**src/rtl/audio_sample_fifo_pkg.sv**
```systemverilog
// Shared types and constants for the audio sample FIFO: stream state, sample
// layout and a helper that builds a stereo sample from its two channels.
package audio_sample_fifo_pkg;

    typedef enum logic [1:0] {
        ST_IDLE  = 2'd0,
        ST_PRIME = 2'd1,
        ST_RUN   = 2'd2,
        ST_DRAIN = 2'd3
    } fifo_state_t;

    localparam int SAMPLE_W = 32;
    localparam int CH_W     = 16;
    localparam int L_LSB    = 16;
    localparam int R_LSB    = 0;

    function automatic logic [SAMPLE_W-1:0] pack_sample(input logic [CH_W-1:0] left,
                                                        input logic [CH_W-1:0] right);
        logic [SAMPLE_W-1:0] s;
        s = '0;
        s[L_LSB +: CH_W] = left;
        s[R_LSB +: CH_W] = right;
        return s;
    endfunction

endpackage

```
**src/rtl/audio_sample_fifo_if.sv**
```systemverilog
// Bus between the op decoder / I2S sender (master) and the audio sample FIFO (slave).
interface audio_sample_fifo_if
    import audio_sample_fifo_pkg::*;
#(
    parameter int AW = 4
);

    logic                start;
    logic                stop;
    logic                wr_valid;
    logic [SAMPLE_W-1:0] wr_data;
    logic                rd_ready;
    logic                rd_valid;
    logic [SAMPLE_W-1:0] rd_data;
    logic [AW:0]         count;
    logic                request_mode;
    logic                request_tick;
    logic                overflow;
    logic                underflow;
    logic                active;

    modport master (
        output start, stop, wr_valid, wr_data, rd_ready,
        input  rd_valid, rd_data, count, request_mode, request_tick,
               overflow, underflow, active
    );

    modport slave (
        input  start, stop, wr_valid, wr_data, rd_ready,
        output rd_valid, rd_data, count, request_mode, request_tick,
               overflow, underflow, active
    );

endinterface

```
**src/rtl/audio_sample_fifo_request_ticker.sv**
```systemverilog
// Turns a level request into a one-cycle tick on the rising edge and then every
// REQ_PERIOD cycles while the level stays high.
module audio_sample_fifo_request_ticker #(
    parameter int REQ_PERIOD = 256
) (
    input  logic clk,
    input  logic rst,
    input  logic request_mode,
    output logic request_tick
);

    localparam int CW = (REQ_PERIOD > 1) ? $clog2(REQ_PERIOD) : 1;
    localparam logic [CW-1:0] LAST = CW'(REQ_PERIOD - 1);

    logic          mode_d;
    logic [CW-1:0] cnt;

    always_ff @(posedge clk or posedge rst) begin
        if (rst) begin
            mode_d       <= 1'b0;
            cnt          <= '0;
            request_tick <= 1'b0;
        end else begin
            mode_d <= request_mode;
            if (!request_mode) begin
                cnt          <= '0;
                request_tick <= 1'b0;
            end else if (!mode_d) begin
                cnt          <= '0;
                request_tick <= 1'b1;
            end else if (cnt == LAST) begin
                cnt          <= '0;
                request_tick <= 1'b1;
            end else begin
                cnt          <= cnt + 1'b1;
                request_tick <= 1'b0;
            end
        end
    end

endmodule

```
**src/rtl/audio_sample_fifo.sv**
```systemverilog
// Elastic buffer for stereo samples between the op decoder and the I2S sender,
// with prime/run/drain stream control and host request generation.
module audio_sample_fifo
    import audio_sample_fifo_pkg::*;
#(
    parameter int AW          = 4,
    parameter int START_LEVEL = 8,
    parameter int LOW_WM      = 4,
    parameter int HIGH_WM     = 12,
    parameter int REQ_PERIOD  = 256
) (
    input  logic               mon_clk,
    input  logic               reset,
    audio_sample_fifo_if.slave bus
);

    localparam int DEPTH = 2 ** AW;
    localparam logic [AW:0] FULL_C  = (AW+1)'(DEPTH);
    localparam logic [AW:0] START_C = (AW+1)'(START_LEVEL);
    localparam logic [AW:0] LOW_C   = (AW+1)'(LOW_WM);
    localparam logic [AW:0] HIGH_C  = (AW+1)'(HIGH_WM);

    fifo_state_t state, state_next;

    logic [SAMPLE_W-1:0] mem [DEPTH];
    logic [AW-1:0]       wr_ptr, rd_ptr;
    logic [AW:0]         count_q, count_next;

    logic flush, accepts, full, rd_valid_c, push, pop;
    logic req_q, req_next;
    logic ovf_q, ovf_next;
    logic unf_q, unf_next;
    logic active_q;
    logic tick;

    always_ff @(posedge mon_clk or posedge reset) begin
        if (reset) state <= ST_IDLE;
        else       state <= state_next;
    end

    // start restarts the stream from any state and overrides stop and any write
    // in the same cycle; transitions look at next-cycle occupancy so the stream
    // reacts in the cycle right after the write/pop that crosses a level.
    always_comb begin
        flush      = bus.start;
        accepts    = (state == ST_PRIME) || (state == ST_RUN);
        full       = (count_q == FULL_C);
        rd_valid_c = ((state == ST_RUN) || (state == ST_DRAIN)) && (count_q != '0);
        pop        = bus.rd_ready && rd_valid_c && !flush;
        push       = bus.wr_valid && accepts && (!full || pop) && !flush;

        count_next = count_q;
        if (flush)              count_next = '0;
        else if (push && !pop)  count_next = count_q + 1'b1;
        else if (pop && !push)  count_next = count_q - 1'b1;

        state_next = state;
        if (bus.start) begin
            state_next = ST_PRIME;
        end else begin
            case (state)
                ST_PRIME: begin
                    if (bus.stop)                    state_next = ST_DRAIN;
                    else if (count_next >= START_C)  state_next = ST_RUN;
                end
                ST_RUN:   if (bus.stop)              state_next = ST_DRAIN;
                ST_DRAIN: if (count_next == '0)      state_next = ST_IDLE;
                default:  state_next = state;
            endcase
        end

        req_next = 1'b0;
        case (state_next)
            ST_PRIME: req_next = 1'b1;
            ST_RUN: begin
                if (count_next <= LOW_C)       req_next = 1'b1;
                else if (count_next >= HIGH_C) req_next = 1'b0;
                else                           req_next = req_q;
            end
            default:  req_next = 1'b0;
        endcase

        ovf_next = bus.wr_valid && accepts && full && !pop && !flush;
        unf_next = bus.rd_ready && (state == ST_RUN) && (count_q == '0);
    end

    always_ff @(posedge mon_clk) begin
        if (push) mem[wr_ptr] <= bus.wr_data;
    end

    always_ff @(posedge mon_clk or posedge reset) begin
        if (reset) begin
            wr_ptr   <= '0;
            rd_ptr   <= '0;
            count_q  <= '0;
            req_q    <= 1'b0;
            ovf_q    <= 1'b0;
            unf_q    <= 1'b0;
            active_q <= 1'b0;
        end else begin
            if (flush) begin
                wr_ptr <= '0;
                rd_ptr <= '0;
            end else begin
                if (push) wr_ptr <= wr_ptr + 1'b1;
                if (pop)  rd_ptr <= rd_ptr + 1'b1;
            end
            count_q  <= count_next;
            req_q    <= req_next;
            ovf_q    <= ovf_next;
            unf_q    <= unf_next;
            active_q <= (state_next != ST_IDLE);
        end
    end

    audio_sample_fifo_request_ticker #(
        .REQ_PERIOD (REQ_PERIOD)
    ) u_ticker (
        .clk          (mon_clk),
        .rst          (reset),
        .request_mode (req_q),
        .request_tick (tick)
    );

    // Gating keeps rd_data at zero whenever no sample is presented.
    assign bus.rd_valid     = rd_valid_c;
    assign bus.rd_data      = rd_valid_c ? mem[rd_ptr] : '0;
    assign bus.count        = count_q;
    assign bus.request_mode = req_q;
    assign bus.request_tick = tick;
    assign bus.overflow     = ovf_q;
    assign bus.underflow    = unf_q;
    assign bus.active       = active_q;

endmodule

```
**src/flat_wrapper.sv**
```systemverilog
// flat-port wrapper written by rule: the top's interface ports become plain ports
module audio_sample_fifo_flat import audio_sample_fifo_pkg::*;
#(
    parameter int AW          = 4,
    parameter int START_LEVEL = 8,
    parameter int LOW_WM      = 4,
    parameter int HIGH_WM     = 12,
    parameter int REQ_PERIOD  = 256
)
  (mon_clk, reset, bus_start, bus_stop, bus_wr_valid, bus_wr_data, bus_rd_ready, bus_rd_valid, bus_rd_data, bus_count, bus_request_mode, bus_request_tick, bus_overflow, bus_underflow, bus_active);
  audio_sample_fifo_if #(.AW(AW)) bus_i ();
  input  logic mon_clk;
  input  logic reset;
  input wire logic [$bits(bus_i.start)-1:0] bus_start;
  input wire logic [$bits(bus_i.stop)-1:0] bus_stop;
  input wire logic [$bits(bus_i.wr_valid)-1:0] bus_wr_valid;
  input wire logic [$bits(bus_i.wr_data)-1:0] bus_wr_data;
  input wire logic [$bits(bus_i.rd_ready)-1:0] bus_rd_ready;
  output wire logic [$bits(bus_i.rd_valid)-1:0] bus_rd_valid;
  output wire logic [$bits(bus_i.rd_data)-1:0] bus_rd_data;
  output wire logic [$bits(bus_i.count)-1:0] bus_count;
  output wire logic [$bits(bus_i.request_mode)-1:0] bus_request_mode;
  output wire logic [$bits(bus_i.request_tick)-1:0] bus_request_tick;
  output wire logic [$bits(bus_i.overflow)-1:0] bus_overflow;
  output wire logic [$bits(bus_i.underflow)-1:0] bus_underflow;
  output wire logic [$bits(bus_i.active)-1:0] bus_active;
  assign bus_i.start = bus_start;
  assign bus_i.stop = bus_stop;
  assign bus_i.wr_valid = bus_wr_valid;
  assign bus_i.wr_data = bus_wr_data;
  assign bus_i.rd_ready = bus_rd_ready;
  assign bus_rd_valid = bus_i.rd_valid;
  assign bus_rd_data = bus_i.rd_data;
  assign bus_count = bus_i.count;
  assign bus_request_mode = bus_i.request_mode;
  assign bus_request_tick = bus_i.request_tick;
  assign bus_overflow = bus_i.overflow;
  assign bus_underflow = bus_i.underflow;
  assign bus_active = bus_i.active;
  audio_sample_fifo #(.AW(AW), .START_LEVEL(START_LEVEL), .LOW_WM(LOW_WM), .HIGH_WM(HIGH_WM), .REQ_PERIOD(REQ_PERIOD)) u_core (.mon_clk(mon_clk), .reset(reset), .bus(bus_i));
endmodule
```
**config.mk**
```make
export PLATFORM = sky130hd
export DESIGN_NAME = audio_sample_fifo_flat
export DESIGN_NICKNAME = d
export VERILOG_FILES = /design/src/rtl/audio_sample_fifo_pkg.sv /design/src/rtl/audio_sample_fifo_if.sv /design/src/rtl/audio_sample_fifo_request_ticker.sv /design/src/rtl/audio_sample_fifo.sv /design/src/flat_wrapper.sv
export SDC_FILE = /design/constraint.sdc
export NUM_CORES = 1
export LEC_CHECK = 0
export CAP_MARGIN = 20
export CORE_ASPECT_RATIO = 0.75
export CORE_MARGIN = 10
export CORE_UTILIZATION = 50
export DETAILED_ROUTE_END_ITERATION = 12
export PLACE_DENSITY = 0.67
export SYNTH_ARGS = -nofsm -noshare
export SYNTH_HDL_FRONTEND = slang
export SYNTH_HIERARCHICAL = 1
export SYNTH_SLANG_ARGS = --single-unit
export TNS_END_PERCENT = 20
```
**constraint.sdc**
```tcl
create_clock -name mon_clk -period 11.2 [get_ports mon_clk]
set_clock_uncertainty 0.15 [all_clocks]
set_input_delay 2.24 -clock mon_clk [delete_from_list [all_inputs] [get_ports mon_clk]]
set_output_delay 2.24 -clock mon_clk [all_outputs]
set_load 0.02 [all_outputs]
```
Word level (Yosys, flattened, before mapping)
Memories as Yosys holds them, arrays and structs flattened.
Cells that the tools add are included.
{"block": "op_classes", "muxes": 25, "n_addsub": 5, "order_cmp": 3, "n_reduce_logical": 26, "n_eq_ne": 8}
{"op": "32-bit two-way mux", "n": 1}
{"op": "8-bit two-way mux", "n": 3}
{"op": "4-bit two-way mux", "n": 4}
{"op": "5-bit two-way mux", "n": 3}
{"op": "1-bit logical AND", "n": 13}
{"op": "5-bit by 4-bit greater-or-equal comparator with 1-bit output, second input constant", "n": 2}
{"op": "5-bit logical NOT", "n": 2}
{"op": "2-bit two-way mux", "n": 5}
{"op": "4-bit by 1-bit adder with 4-bit output, second input constant", "n": 2}
{"op": "8-bit by 1-bit adder with 8-bit output, second input constant", "n": 1}
{"op": "8-bit == test, second input constant", "n": 1}
{"op": "1-bit two-way mux", "n": 7}
{"op": "2-bit == test, second input constant", "n": 3}
{"op": "2-bit one-hot mux with 3 select lines", "n": 1}
{"op": "2-bit nonzero test", "n": 3}
{"op": "5-bit by 1-bit adder with 5-bit output, second input constant", "n": 1}
{"op": "5-bit == test, second input constant", "n": 1}
{"op": "5-bit by 3-bit <= comparator with 1-bit output, second input constant", "n": 1}
{"op": "5-bit nonzero test", "n": 1}
{"op": "5-bit by 1-bit subtractor with 5-bit output, second input constant", "n": 1}
{"op": "2-bit by 1-bit == test with 1-bit output, second input constant", "n": 2}
{"op": "1-bit logical NOT", "n": 4}
{"op": "1-bit logical OR", "n": 3}
{"op": "3-bit by 1-bit != test with 1-bit output, second input constant", "n": 1}
{"op": "1-bit one-hot mux with 2 select lines", "n": 1}
{"block": "totals", "ram_bits": 512, "output_inout_bits": 43, "inputBits": 38, "mem_count": 1, "ff_bits": 29}
{"name": "u_core.mem", "words": 16, "word_bits": 32, "read_ports": 1, "rd_ports_with_merged_regs": 0, "write_ports": 1, "line_no": "audio_sample_fifo.sv:25", "rtl": "logic [SAMPLE_W-1:0] mem [DEPTH];"}

Longest topological paths before layout
{"block": "depth", "ltp_word": 20, "depth_mapped": 13, "ltp_nobuf": 13}

By module
The synthesis kept the hierarchy.
{"mod": "audio_sample_fifo", "cells_each": 913, "n_inst": 1, "area_per_inst_um2": 20853.8, "seq_area_each_um2": 15850.2}
{"mod": "audio_sample_fifo_request_ticker", "cells_each": 42, "n_inst": 1, "area_per_inst_um2": 437.9, "seq_area_each_um2": 250.2}

Worst setup path after synthesis
OpenSTA, ideal clock, no wires.
{"block": "synth_path", "kind": "input to register", "startpoint": "input bus_rd_ready", "endpoint": "memory u_core.mem[0][0], enable pin", "arrival_time_ns": 5.245, "path_buffers": 0, "slack_ns": 5.344, "path_stages": 7, "required_ns": 10.589, "path_cell_list": "o21a_2 -> nand2_2 -> nor2_1 -> o21ai_1 -> nor2_1 -> nand2_1 -> nor3_1"}
{"block": "synth_via", "elab_chain_len": 7}
{"item": "start, declared", "line_no": "flat_wrapper.sv:18", "rtl": "input wire logic [$bits(bus_i.rd_ready)-1:0] bus_rd_ready;"}
{"item": "1-bit logical AND (2 in series)", "line_no": "audio_sample_fifo.sv:49", "rtl": "pop = bus.rd_ready && rd_valid_c && !flush;"}
{"item": "1-bit logical OR", "line_no": "audio_sample_fifo.sv:50", "rtl": "push = bus.wr_valid && accepts && (!full || pop) && !flush;"}
{"item": "1-bit logical AND (2 in series)", "line_no": "audio_sample_fifo.sv:50"}
{"item": "1-bit two-way mux", "line_no": "audio_sample_fifo.sv:88", "rtl": "if (push) mem[wr_ptr] <= bus.wr_data;"}
{"item": "1-bit two-way mux (not written as such)", "line_no": "audio_sample_fifo.sv:88"}
{"item": "end, declared", "line_no": "audio_sample_fifo.sv:25"}
No other way between the ends.

Worst setup path after layout
{"block": "layout_path", "startpoint": "register u_core.rd_ptr[0]", "endpoint": "output bus_rd_data[13]"}
{"block": "layout_via", "elab_chain_len": 2}
{"item": "start, declared", "line_no": "audio_sample_fifo.sv:26", "rtl": "logic [AW-1:0] wr_ptr, rd_ptr;"}
{"item": "start signal, assigned", "line_no": "audio_sample_fifo.sv:106", "rtl": "if (pop) rd_ptr <= rd_ptr + 1'b1;"}
{"item": "memory read 16 x 32 bit"}
{"item": "32-bit two-way mux", "line_no": "audio_sample_fifo.sv:127", "rtl": "assign bus.rd_data = rd_valid_c ? mem[rd_ptr] : '0;"}
{"item": "end, declared", "line_no": "flat_wrapper.sv:20", "rtl": "output wire logic [$bits(bus_i.rd_data)-1:0] bus_rd_data;"}
No other way between the ends.

==> impl_metrics.yaml <==
run_status:
  status: "finished, final reports clean"
synth:
  avgSynthCellArea_um2: 22.29
  synthTopCellsByArea: "edfxtp_1 72%, mux4_2 17%, dfrtp_1 3.4%"
  synth_cell_types: 60
  synthTopCellsByCount: "512 x edfxtp_1, 160 x mux4_2, 32 x nor2b_1, 31 x nor2_1, 29 x dfrtp_1"
  yosysMostFrequentCell: "edfxtp_1"
  synthArstFlopShare: 0.05360
  ys_ff_latch: 541
  synth_warnings: 6
  syn_nets: 1009
  yosysTopAreaCell: "edfxtp_1"
  synth_edf_count: 512
  yosysSeqAreaShare: 0.7562
  synth_flop_cell: "edfxtp_1"
  synthCells: 955
  synth.top_cell.area_share: 0.7221
  syn_area_um2: 21290
grt:
  grt_antenna_before_repair: 4
  grt_pass1_wl_mm: 67.28
  grt_max_degree: 76
  grt_overflow: 0
  first_global_vias: 10100
  grt_usage: 0.1765
cells_and_area:
  fin_util: 0.5846
  area_growth_pct: 15.44
  seqCellArea_um2: 16110
  multi_input_area_um2: 5057
  nets: 1126
  fillers: 3003
  instances_no_fill: 1683
  drive_gt1_frac: 0.2722
setup_path:
  crit_slowest_cell: "dfrtp_4"
  start_kind: "register"
  path_cells: "buf_4 > mux4_2 > mux4_2 > nor2b_1 > clkdlybuf4s50_1"
  worst-endpoint-required_ns: 8.81
  critPathArrivalTime_ns: 4.21
  crit_type: "reg2out"
  cp_max_fo: 46
  crit_top_cell: "mux4_2"
  crit_path_end_kind: "output pin"
  cpPeakStageDelay_ns: 0.88
sta:
  final_hold_viol_count: 0
  setup_slack_ns: 4.595
  fmax_mhz: 151.4
  rsz0062_at_grt: "no"
  finalMaxSlewViolations: 0
  worstMarginPinSlew_ns: 0.9443
  post-route-period-util: 0.5897
  setup_viol: 0
  slew_headroom: 0.3705
  period_minus_slack_ns: 6.605
  fin_tns_setup_ns: 0
power_and_ir_drop:
  total_power_w: 0.004552
  vdd_drop_max_uv: 123.0
  total_leakage_power_nw: 7.585
  cellPowerDensity_nw_per_um2: 185.2
detailed_routing:
  drtIter0Drc: 959
  num_vias: 10060
  vias_per_cell: 5.978
  drt-total-wl_mm: 44.66
  detail_route.wl_per_cell_um: 26.54
  drcViolationCount: 0
  dr.pass1.iters: 6
  drtAntennaViolNets: 0
clock_network:
  hold_buffers: 0
  cts-root-buf: "clkbuf_16"
  cts_buffer_depth: 3
  post_cts_buffers: 0
  tritoncts: "yes"
  cts_buffers: 50
  htree_levels: 2
  cts_resized: 0
  clkSinkCount: 541
  path_clk_slew_ns: 0.06
  clock_latency_ns: 0.57
floorplan:
  start_util: 0.5064
  die_x_um: 258.3
  io_pins: 81
  rows: 65
  die_h_um: 198.7
  die_area_um2: 51320
  coreArea_um2: 42050
min_path:
  hold_class: "reg2reg"
placed_design:
  dp_slack_ns: 4.993
  dp_hpwl_mm: 23.12
  numPortBuffers: 80
  gp_congestion: 0.7187
  dp.cells: 1587
flow_run:
  max_cap_violations: 0
-- final timing paths --
check | from | to | slack, ns | cells after the start
setup / recovery | u_core/rd_ptr[0] | bus_rd_data[13] | 4.60 | 5
hold / removal | u_core/bus.request_mode | u_core/u_ticker/mode_d | 0.35 | 0
setup reg to reg | u_core/state[0] | u_core/mem[8][10] | 7.50 | 10
hold reg to reg | u_core/bus.request_mode | u_core/u_ticker/mode_d | 0.35 | 0
max in group asynchronous | reset | u_core/rd_ptr[0] | 8.29 | 2
min in group asynchronous | reset | u_core/u_ticker/cnt[1] | 1.82 | 2
-- per-layer routing --
layer,up-vias,routed length [um],track usage
li1,4228,-,-
met1,5390,19800,0.2631
met2,374,20920,0.2715
met3,63,3231,0.03165
met4,6,658,0.03500
met5,-,46,0
-- worst max-delay path, delay by kind of cell, from the launching register on --
family	cells	cell delay [ns]
muxes	2	1.16
DFF	1	0.88
and+or+nand+nor	1	0.16
buffers and inverters	2	1.40
-- cells by family (layout without fill, tap and decap cells) --
kind of cell / after synthesis / in the layout / synth area share
compound gates: 32 / 32 / 0.01152
xor+xnor: 9 / 9 / 0.003702
fa+ha+maj: 16 / 16 / 0.009402
buf+inv: 62 / 220 / 0.01199
flops: 541 / 541 / 0.7562
mux: 165 / 165 / 0.1732
other cells: 0 / 1 / 0
simple gates: 130 / 130 / 0.03403
-- state kept, by name (all words and copies together) (netlist names) --
| signal | count |
|---|---|
| u_core/bus.active | 1 |
| u_core/bus.count | 5 |
| u_core/bus.overflow | 1 |
| u_core/bus.request_mode | 1 |
| u_core/bus.underflow | 1 |
| u_core/mem | 512 |
| u_core/rd_ptr | 4 |
| u_core/state | 2 |
| u_core/u_ticker/cnt | 8 |
| u_core/u_ticker/mode_d | 1 |
| u_core/u_ticker/request_tick | 1 |
| u_core/wr_ptr | 4 |
-- power breakdown --
part           total [W]  switching (W)  internal [W]
Clock            0.00162       0.000716      0.000902
Combinational   0.000607       0.000315      0.000293
Sequential       0.00233      0.0000450       0.00228
-- cells in the final DEF (no fill, tap or decap), types with 5 or more instances in the layout --
cell             count
edfxtp_1           512
mux4_2             160
clkdlybuf4s50_1     80
clkbuf_16           51
nor2b_1             32
buf_4               27
dfrtp_1             25
nor2_1              19
nand2_1             19
clkinv_1            18
inv_1               18
ha_1                16
nor2_4              12
clkinv_2            10
xnor2_1              5
nand3_1              5
-- area by class of cell --
class | instances | share of cell area
Multi-Input combinational cell | 352 | 0.2058
Sequential cell | 541 | 0.6554
Tap cell | 569 | 0.02896
Timing Repair Buffer | 109 | 0.04306
Inverter | 18 | 0.002749
Clock inverter | 38 | 0.01140
Antenna cell | 1 | 0.0001018
Clock buffer | 55 | 0.05253
-- per-stage QoR --
stage / hold WS, ns / instance area [um^2]
2_1_floorplan: 0.3035 / 21290
3_3_place_gp: 0.3165 / 22950
3_5_place_dp: 0.3376 / 22950
4_1_cts: 0.3512 / 24520
5_1_grt: 0.3789 / 24580
6_report: 0.3457 / 24580
Note: power is estimated with default switching activity, not from simulation.
